`src/rtl/data_mem_arbiter_pkg.sv`:
```
// Shared encodings and defaults for the two-port data memory arbiter.
package data_mem_arbiter_pkg;

   typedef enum logic [1:0] {
      ST_IDLE   = 2'd0,
      ST_ACCESS = 2'd1,
      ST_DONE   = 2'd2
   } state_t;

   localparam logic PORT0 = 1'b0;
   localparam logic PORT1 = 1'b1;

   localparam int unsigned DEF_DEPTH_WORDS = 16384;
   localparam int unsigned DEF_IDX_WIDTH   = 14;

endpackage

```
`src/rtl/data_mem_arbiter_rr_arbiter2.sv`:
```
// Two-requester round-robin grant: on a tie the port that did not win last time is chosen.
module rr_arbiter2
   import data_mem_arbiter_pkg::*;
(
   input  logic clk,
   input  logic reset,
   input  logic req0,
   input  logic req1,
   input  logic advance,
   output logic grant_valid,
   output logic grant
);

   logic last_grant;

   always_comb begin
      grant_valid = req0 | req1;
      grant       = PORT0;
      if (req0 && req1) begin
         grant = ~last_grant;
      end else if (req1) begin
         grant = PORT1;
      end
   end

   // Reset to PORT1 so that port 0 wins the first tie.
   always_ff @(posedge clk) begin
      if (!reset) begin
         last_grant <= PORT1;
      end else if (advance && grant_valid) begin
         last_grant <= grant;
      end
   end

endmodule

```
`src/rtl/data_mem_arbiter.sv`:
```
// Arbitrates a single-port synchronous data memory between two requesters via IDLE/ACCESS/DONE.
module data_mem_arbiter
   import data_mem_arbiter_pkg::*;
#(
   parameter int unsigned DATA_WIDTH  = 32,
   parameter int unsigned ADDR_WIDTH  = 32,
   parameter int unsigned DEPTH_WORDS = DEF_DEPTH_WORDS,
   parameter int unsigned IDX_WIDTH   = DEF_IDX_WIDTH
) (
   input  logic                  clk,
   input  logic                  reset,
   input  logic                  p0_req,
   input  logic                  p0_we,
   input  logic [ADDR_WIDTH-1:0] p0_addr,
   input  logic [DATA_WIDTH-1:0] p0_wdata,
   output logic                  p0_ready,
   output logic                  p0_err,
   output logic [DATA_WIDTH-1:0] p0_rdata,
   input  logic                  p1_req,
   input  logic                  p1_we,
   input  logic [ADDR_WIDTH-1:0] p1_addr,
   input  logic [DATA_WIDTH-1:0] p1_wdata,
   output logic                  p1_ready,
   output logic                  p1_err,
   output logic [DATA_WIDTH-1:0] p1_rdata,
   output logic                  mem_en,
   output logic                  mem_we,
   output logic [IDX_WIDTH-1:0]  mem_idx,
   output logic [DATA_WIDTH-1:0] mem_wdata,
   input  logic [DATA_WIDTH-1:0] mem_rdata
);

   state_t                state;
   logic                  grant_valid;
   logic                  grant;
   logic                  advance;
   logic                  lat_port;
   logic                  lat_we;
   logic                  lat_err;
   logic [DATA_WIDTH-1:0] rdata0_q;
   logic [DATA_WIDTH-1:0] rdata1_q;
   logic                  sel_we;
   logic                  sel_err;
   logic [ADDR_WIDTH-1:0] sel_addr;
   logic [ADDR_WIDTH-1:0] sel_word;
   logic [DATA_WIDTH-1:0] sel_wdata;
   logic                  done_read;
   logic [DATA_WIDTH-1:0] read_word;

   assign advance = (state == ST_IDLE);

   rr_arbiter2 u_arb (
      .clk         (clk),
      .reset       (reset),
      .req0        (p0_req),
      .req1        (p1_req),
      .advance     (advance),
      .grant_valid (grant_valid),
      .grant       (grant)
   );

   // Request mux and address check on the full-width address, before any truncation.
   always_comb begin
      sel_we    = p0_we;
      sel_addr  = p0_addr;
      sel_wdata = p0_wdata;
      if (grant == PORT1) begin
         sel_we    = p1_we;
         sel_addr  = p1_addr;
         sel_wdata = p1_wdata;
      end
      sel_word = sel_addr >> 2;
      sel_err  = (sel_addr[1:0] != 2'b00) || (sel_word >= ADDR_WIDTH'(DEPTH_WORDS));
   end

   // Memory data only arrives in DONE, so it is forwarded there and captured for holding.
   assign done_read = (state == ST_DONE) && !lat_we;
   assign read_word = lat_err ? '0 : mem_rdata;
   assign p0_rdata  = (done_read && lat_port == PORT0) ? read_word : rdata0_q;
   assign p1_rdata  = (done_read && lat_port == PORT1) ? read_word : rdata1_q;

   always_ff @(posedge clk) begin
      if (!reset) begin
         state     <= ST_IDLE;
         mem_en    <= 1'b0;
         mem_we    <= 1'b0;
         mem_idx   <= '0;
         mem_wdata <= '0;
         p0_ready  <= 1'b0;
         p1_ready  <= 1'b0;
         p0_err    <= 1'b0;
         p1_err    <= 1'b0;
         lat_port  <= PORT0;
         lat_we    <= 1'b0;
         lat_err   <= 1'b0;
         rdata0_q  <= '0;
         rdata1_q  <= '0;
      end else begin
         mem_en   <= 1'b0;
         mem_we   <= 1'b0;
         p0_ready <= 1'b0;
         p1_ready <= 1'b0;
         p0_err   <= 1'b0;
         p1_err   <= 1'b0;
         case (state)
            ST_IDLE: begin
               if (grant_valid) begin
                  lat_port  <= grant;
                  lat_we    <= sel_we;
                  lat_err   <= sel_err;
                  mem_en    <= !sel_err;
                  mem_we    <= sel_we && !sel_err;
                  mem_idx   <= sel_addr[IDX_WIDTH+1:2];
                  mem_wdata <= sel_wdata;
                  state     <= ST_ACCESS;
               end
            end
            ST_ACCESS: begin
               p0_ready <= (lat_port == PORT0);
               p1_ready <= (lat_port == PORT1);
               p0_err   <= (lat_port == PORT0) && lat_err;
               p1_err   <= (lat_port == PORT1) && lat_err;
               state    <= ST_DONE;
            end
            ST_DONE: begin
               if (done_read) begin
                  if (lat_port == PORT0) begin
                     rdata0_q <= read_word;
                  end else begin
                     rdata1_q <= read_word;
                  end
               end
               state <= ST_IDLE;
            end
            default: begin
               state <= ST_IDLE;
            end
         endcase
      end
   end

endmodule

```
`config.mk`:
```
export PLATFORM = sky130hd
export DESIGN_NAME = data_mem_arbiter
export DESIGN_NICKNAME = d
export VERILOG_FILES = /design/src/rtl/data_mem_arbiter_pkg.sv /design/src/rtl/data_mem_arbiter_rr_arbiter2.sv /design/src/rtl/data_mem_arbiter.sv
export SDC_FILE = /design/constraint.sdc
export NUM_CORES = 1
export LEC_CHECK = 0
export BUFFER_PORTS_ARGS = -buffer_cell sky130_fd_sc_hd__buf_2
export CAP_MARGIN = 20
export CORE_ASPECT_RATIO = 0.5
export CORE_MARGIN = 5
export CORE_UTILIZATION = 30
export DETAILED_ROUTE_END_ITERATION = 8
export RECOVER_POWER = 100
export SETUP_SLACK_MARGIN = 0.15
export SLEW_MARGIN = 20
export SYNTH_ARGS = -nofsm -noshare
export SYNTH_HDL_FRONTEND = slang
export SYNTH_SLANG_ARGS = --single-unit
```
`constraint.sdc`:
```
create_clock -name clk -period 3.5 [get_ports clk]
set_input_delay 0.175 -clock clk [delete_from_list [all_inputs] [get_ports clk]]
set_output_delay 0.175 -clock clk [all_outputs]
set_load 0.05 [all_outputs]
```
# After elaboration in Yosys (flattened, before gate mapping)
# Cells that the tools add are included.
[word_totals] register_bits=122 latch_bits=0 ram_bits=0 romBits=0 inputBits=166 word_cells=50 memories=0
[classes] addsub=0 mul=0 div_mod_pow=0 n_lt_le_gt_ge=1 eq_ne=3 shift=0 mux=10 bitwise=3 n_reduce_logical=18
[op_table] cell="$mux W32" count=5
[op_table] cell="$ge A30 B15 Y1 const B" count=1
[op_table] cell="$reduce_and A3 Y1" count=3
[op_table] cell="$logic_and A1 B1 Y1" count=8
[op_table] cell="$pmux W2 S2" count=1
[op_table] cell="$reduce_and A2 Y1" count=2
[op_table] cell="$mux W1" count=3
[op_table] cell="$eq A2 B1 Y1 const B" count=1
[op_table] cell="$eq A2 B2 Y1 const B" count=1
[op_table] cell="$logic_not A1 Y1" count=2
[op_table] cell="$logic_not A2 Y1" count=1
[op_table] cell="$mux W2" count=1
[op_table] cell="$ne A2 B2 Y1 const B" count=1
[op_table] cell="$not A1 Y1" count=2
[op_table] cell="$reduce_bool A2 Y1" count=1
[op_table] cell="$logic_or A1 B1 Y1" count=1
[op_table] cell="$or A1 B1 Y1" count=1

# Longest topological paths before layout
[logic_depth] ltp_word=7 mapped_depth=6 ltp_nobuf=4

# Cells and area by module
# A second synthesis with hierarchy kept.
[hier_totals] cells_unflattened=570 area_unflattened_um2=5326.4
[by_module_without_submodules] module="data_mem_arbiter" instances=1 cells_each=564 area_each_um2=5272.6 seq_area_each_um2=2422.3
[by_module_without_submodules] module="rr_arbiter2" instances=1 cells_each=6 area_each_um2=53.8 seq_area_each_um2=20.0

# Least setup slack after synthesis
# Ideal clock, no wire load.
[synth_path] path_type="flip-flop to flip-flop" startpoint="reg state[0]" endpoint="reg rdata1_q[23]" setup_ps=65 t_arrival_ps=2222 t_required_ps=3435 path_slack_ps=1213 stages_incl_launch_ff=6 period_less_slack_ps=2287 cell_sequence="dfxtp_1 nand4bb_1 clkbuf_1 clkbuf_1 o21ai_0 and2_1"
[synth_via] elab_chain_len=3
[synth_lines] item="from (decl)" line_no="data_mem_arbiter.sv:33" rtl="state_t state;"
[synth_lines] item="from (signal assigned)" line_no="data_mem_arbiter.sv:84" rtl="state <= ST_IDLE;"
[synth_lines] item="from (signal assigned)" line_no="data_mem_arbiter.sv:115" rtl="state <= ST_ACCESS;"
[synth_lines] item="from (signal assigned)" line_no="data_mem_arbiter.sv:123" rtl="state <= ST_DONE;"
[synth_lines] item="$eq A2 B2 Y1 *" line_no="data_mem_arbiter.sv:77, data_mem_arbiter.sv:105"
[synth_lines] item="$logic_and A1 B1 Y1" line_no="data_mem_arbiter.sv:77" rtl="assign done_read = (state == ST_DONE) && !lat_we;"
[synth_lines] item="$reduce_and A3 Y1 (no line) *"
[synth_lines] item="to (signal assigned)" line_no="data_mem_arbiter.sv:130" rtl="rdata1_q <= read_word;"
[synth_lines] item="to (decl)" line_no="data_mem_arbiter.sv:41" rtl="logic [DATA_WIDTH-1:0] rdata1_q;"
# Mark *: on every way between the ends. The rest lies on a longest branch, timed or not.
# A chain may end at the register's enable or synchronous reset.

# Final worst setup path
[layout_path] startpoint="reg lat_port" endpoint="out p0_rdata[5]"
[layout_via] elab_chain_len=3
[layout_lines] item="from (decl)" line_no="data_mem_arbiter.sv:37" rtl="logic lat_port;"
[layout_lines] item="from (signal assigned)" line_no="data_mem_arbiter.sv:108" rtl="lat_port <= grant;"
[layout_lines] item="$not A1 Y1 (no line)"
[layout_lines] item="$logic_and A1 B1 Y1" line_no="data_mem_arbiter.sv:79" rtl="assign p0_rdata = (done_read && lat_port == PORT0) ? read_word : rdata0_q;"
[layout_lines] item="$mux W32" line_no="data_mem_arbiter.sv:79"
[layout_lines] item="to (decl)" line_no="data_mem_arbiter.sv:18" rtl="output logic [DATA_WIDTH-1:0] p0_rdata,"
# No other way between the ends.

==> flow_summary.ini <==
[placed_design]
dpl_cell_area_um2 = 6750
place_hpwl_mm = 11.7
gp_congestion = 0.862
place_ws_ps = 1130
io_buffers = 281

[power_and_ir_drop]
ir_worst_vdd_mv = 0.323
intPower_mw = 2.80
power.share.combinational = 0.190
p_sw_frac = 0.305
switchingPower_mw = 1.23
clock_power_share = 0.433
p_seq_frac = 0.377
pwr_density_cell_nw_per_um2 = 560
p_leak_nw = 3.45

[yosys]
yosys.area_share.simple = 0.229
synth_top_family_by_area = simple AND/OR/NAND/NOR gates
synth_top_area_cell = dfxtp_1
synth_cell_types = 29
synthFlopType = dfxtp_1
synth_top_area_share = 0.474
synth_nets = 735
synth-adder-area-share = 0
synth_warnings = 0
synth_cells = 569
synthXorXnorAreaFrac = 0
synth.most_common_cell = dfxtp_1
synth_common_cells = 122 x dfxtp_1, 114 x nand2_1, 66 x and2_1, 47 x mux2i_1, 47 x o211a_1
synthesis.area_um2 = 5160
avgSynthCellArea_um2 = 9.06
ys_seq_area_frac = 0.474
synth_compound_area_frac = 0.167
synthTopCellsByArea = dfxtp_1 47%, mux2i_1 9.1%, o211a_1 9.1%
synth.mux.area_fraction = 0.0912
yosys_register_bits = 122
synthArstFlopShare = 0
synth-edff-count = 0

[layout]
n_fill_cell = 1725
seq_area_um2 = 2440
design_area_um2 = 7200
diodes = 0
drive_above_1_share = 0.261
multiInputGateArea_um2 = 2520
synthToLayoutAreaGrowth_pct = 39.7
layout.nets = 997

[worst_setup_path]
cp_max_fo = 33
reg2reg_slack_ps = 1140
crit_type = flip-flop to primary output
endpoint_kind = primary output
cp.arrival_ps = 2820
reg2reg_from = state[1]
critical_path.startpoint_type = flip-flop
critPathLaunch = lat_port
crit_required_ps = 3320

[floorplan]
boundaryPins = 282
fp.dieArea_um2 = 20100
die_h_um = 103
fp-row-count = 33
die_x_um = 195
initial_utilization = 0.311
core_area_um2 = 16600

[global_route]
global_route.usage.total = 0.151
gr-total-overflow = 0
antenna_found_initial = 1
grt_pass1_wl_mm = 24.5
grt_max_degree = 69
grt_pass1_vias = 5042

[hold_path]
min_from = p1_addr[24]
hold_class = primary input to flip-flop

[cts]
clkTransAtPathRegs_ps = 60
holdBufCountCts = 0
cts_buffer_depth = 2
cts_resized = 0
cts_buffers = 17
cts-root-buf = clkbuf_16
cts.sinks = 122
cts_setup_buffers = 0
insertion_delay_ps = 400
cts_max_level = 4
cts_tree = done

[run]
maxCapViolCount = 2

[outcome]
violations = max-capacitance violations, max-slew violations
status = finished, violations left

[sta]
clock-skew-final_ps = 6.45
period_needed_ps = 2990
worstMarginPinSlew_ps = 1930
setup_tns_ps = 0
hold_violations = 0
rsz0062_at_grt = no
hold_ws_ps = 78.8
maxSlewHeadroom = -0.287
fin_crit_sh = 0.855
fmax_ghz = 0.334
setup_viol = 0
slew_viol_final = 85
worst_slack_ps = 507

[detailed_routing]
wl_per_cell_um = 14.4
route.detailed.drc = 0
drt-total-wl_mm = 15.4
num_vias = 4854
vias_per_cell = 4.53
drt_first_pass_iters = 6
drtIter0Drc = 176
ant_nets = 0
==> per-stage QoR <==
step           std cells  total power [mW]  utilization
2_1_floorplan        569              2.10            -
3_3_place_gp        1039              2.34        0.407
3_5_place_dp        1039              2.35        0.407
4_1_cts             1071              4.12        0.443
5_1_grt             1071              4.23        0.434
6_report            1071              4.03        0.434
==> final timing paths <==
kind / cells past startpoint / to
hold / removal: 3 / mem_en
setup reg to reg: 5 / mem_we
setup / recovery: 4 / p0_rdata[5]
hold reg to reg: 1 / mem_idx[9]
==> state kept, by name (all words and copies together) (netlist names) <==
register / cells
mem_wdata: 32
rdata0_q: 32
rdata1_q: 32
mem_idx: 14
state: 2
lat_err: 1
lat_port: 1
lat_we: 1
mem_en: 1
mem_we: 1
p0_err: 1
p0_ready: 1
p1_err: 1
p1_ready: 1
u_arb.last_grant: 1
==> worst max-delay path, cell delays in order (launching register included) <==
cell and delay, ps:
dfxtp_1 360, or4b_1 940, buf_4 420, o21ai_1 200
clkbuf_1 490
==> kinds of logic after synthesis <==
family,Yosys count
and+or+nand+nor,233
DFF,122
AOI/OAI and AO/OA,120
muxes,47
buffers and inverters,47
==> placed cells by master (no fill, tap or decap), types with 2 or more instances in the layout <==
cell type,n
and2_0,38
a21oi_1,2
clkinv_4,4
buf_4,3
clkbuf_16,17
dfxtp_1,122
buf_12,2
and3_1,2
nand2b_1,32
mux2i_1,47
inv_6,2
o21ai_1,14
o21ai_0,51
buf_2,180
nand4_1,2
clkbuf_8,2
nor3_1,2
nand2_1,114
or4_1,3
o211a_1,47
nor2_1,3
clkinvlp_4,3
bufinv_16,2
and2_1,28
clkbuf_1,105
nor4_1,5
==> power by group through the flow <==
| stage | clock network (mW) | logic, mW | registers [mW] |
|---|---|---|---|
| after global placement | 0 | 0.794 | 1.55 |
| final | 1.74 | 0.766 | 1.52 |
| after detailed placement | 0 | 0.800 | 1.55 |
| after CTS | 1.80 | 0.801 | 1.52 |
| after floorplan | 0 | 0.344 | 1.75 |
| after global routing | 1.87 | 0.828 | 1.53 |
==> metal layers <==
| layer | routed length [um] | GRT usage | share of wire | vias to the layer above |
|---|---|---|---|---|
| met2 | 8290 | 0.287 | 0.54 | 111 |
| li1 | - | - | - | 2472 |
| met1 | 6000 | 0.161 | 0.39 | 2251 |
| met4 | 235 | 0.0488 | 0.015 | 2 |
| met3 | 876 | 0.0516 | 0.057 | 18 |
| met5 | 7 | 0 | 0.00045 | - |
==> area by class of cell <==
| class | count | area share |
|---|---|---|
| multi-input combinational | 400 | 0.350 |
| sequential | 122 | 0.339 |
| timing repair buffer | 289 | 0.188 |
| clock buffer | 20 | 0.0634 |
| tap | 227 | 0.0394 |
| clock inverter | 12 | 0.0195 |
| inverter | 1 | 0.000521 |
(Power assumes the default switching activity.)
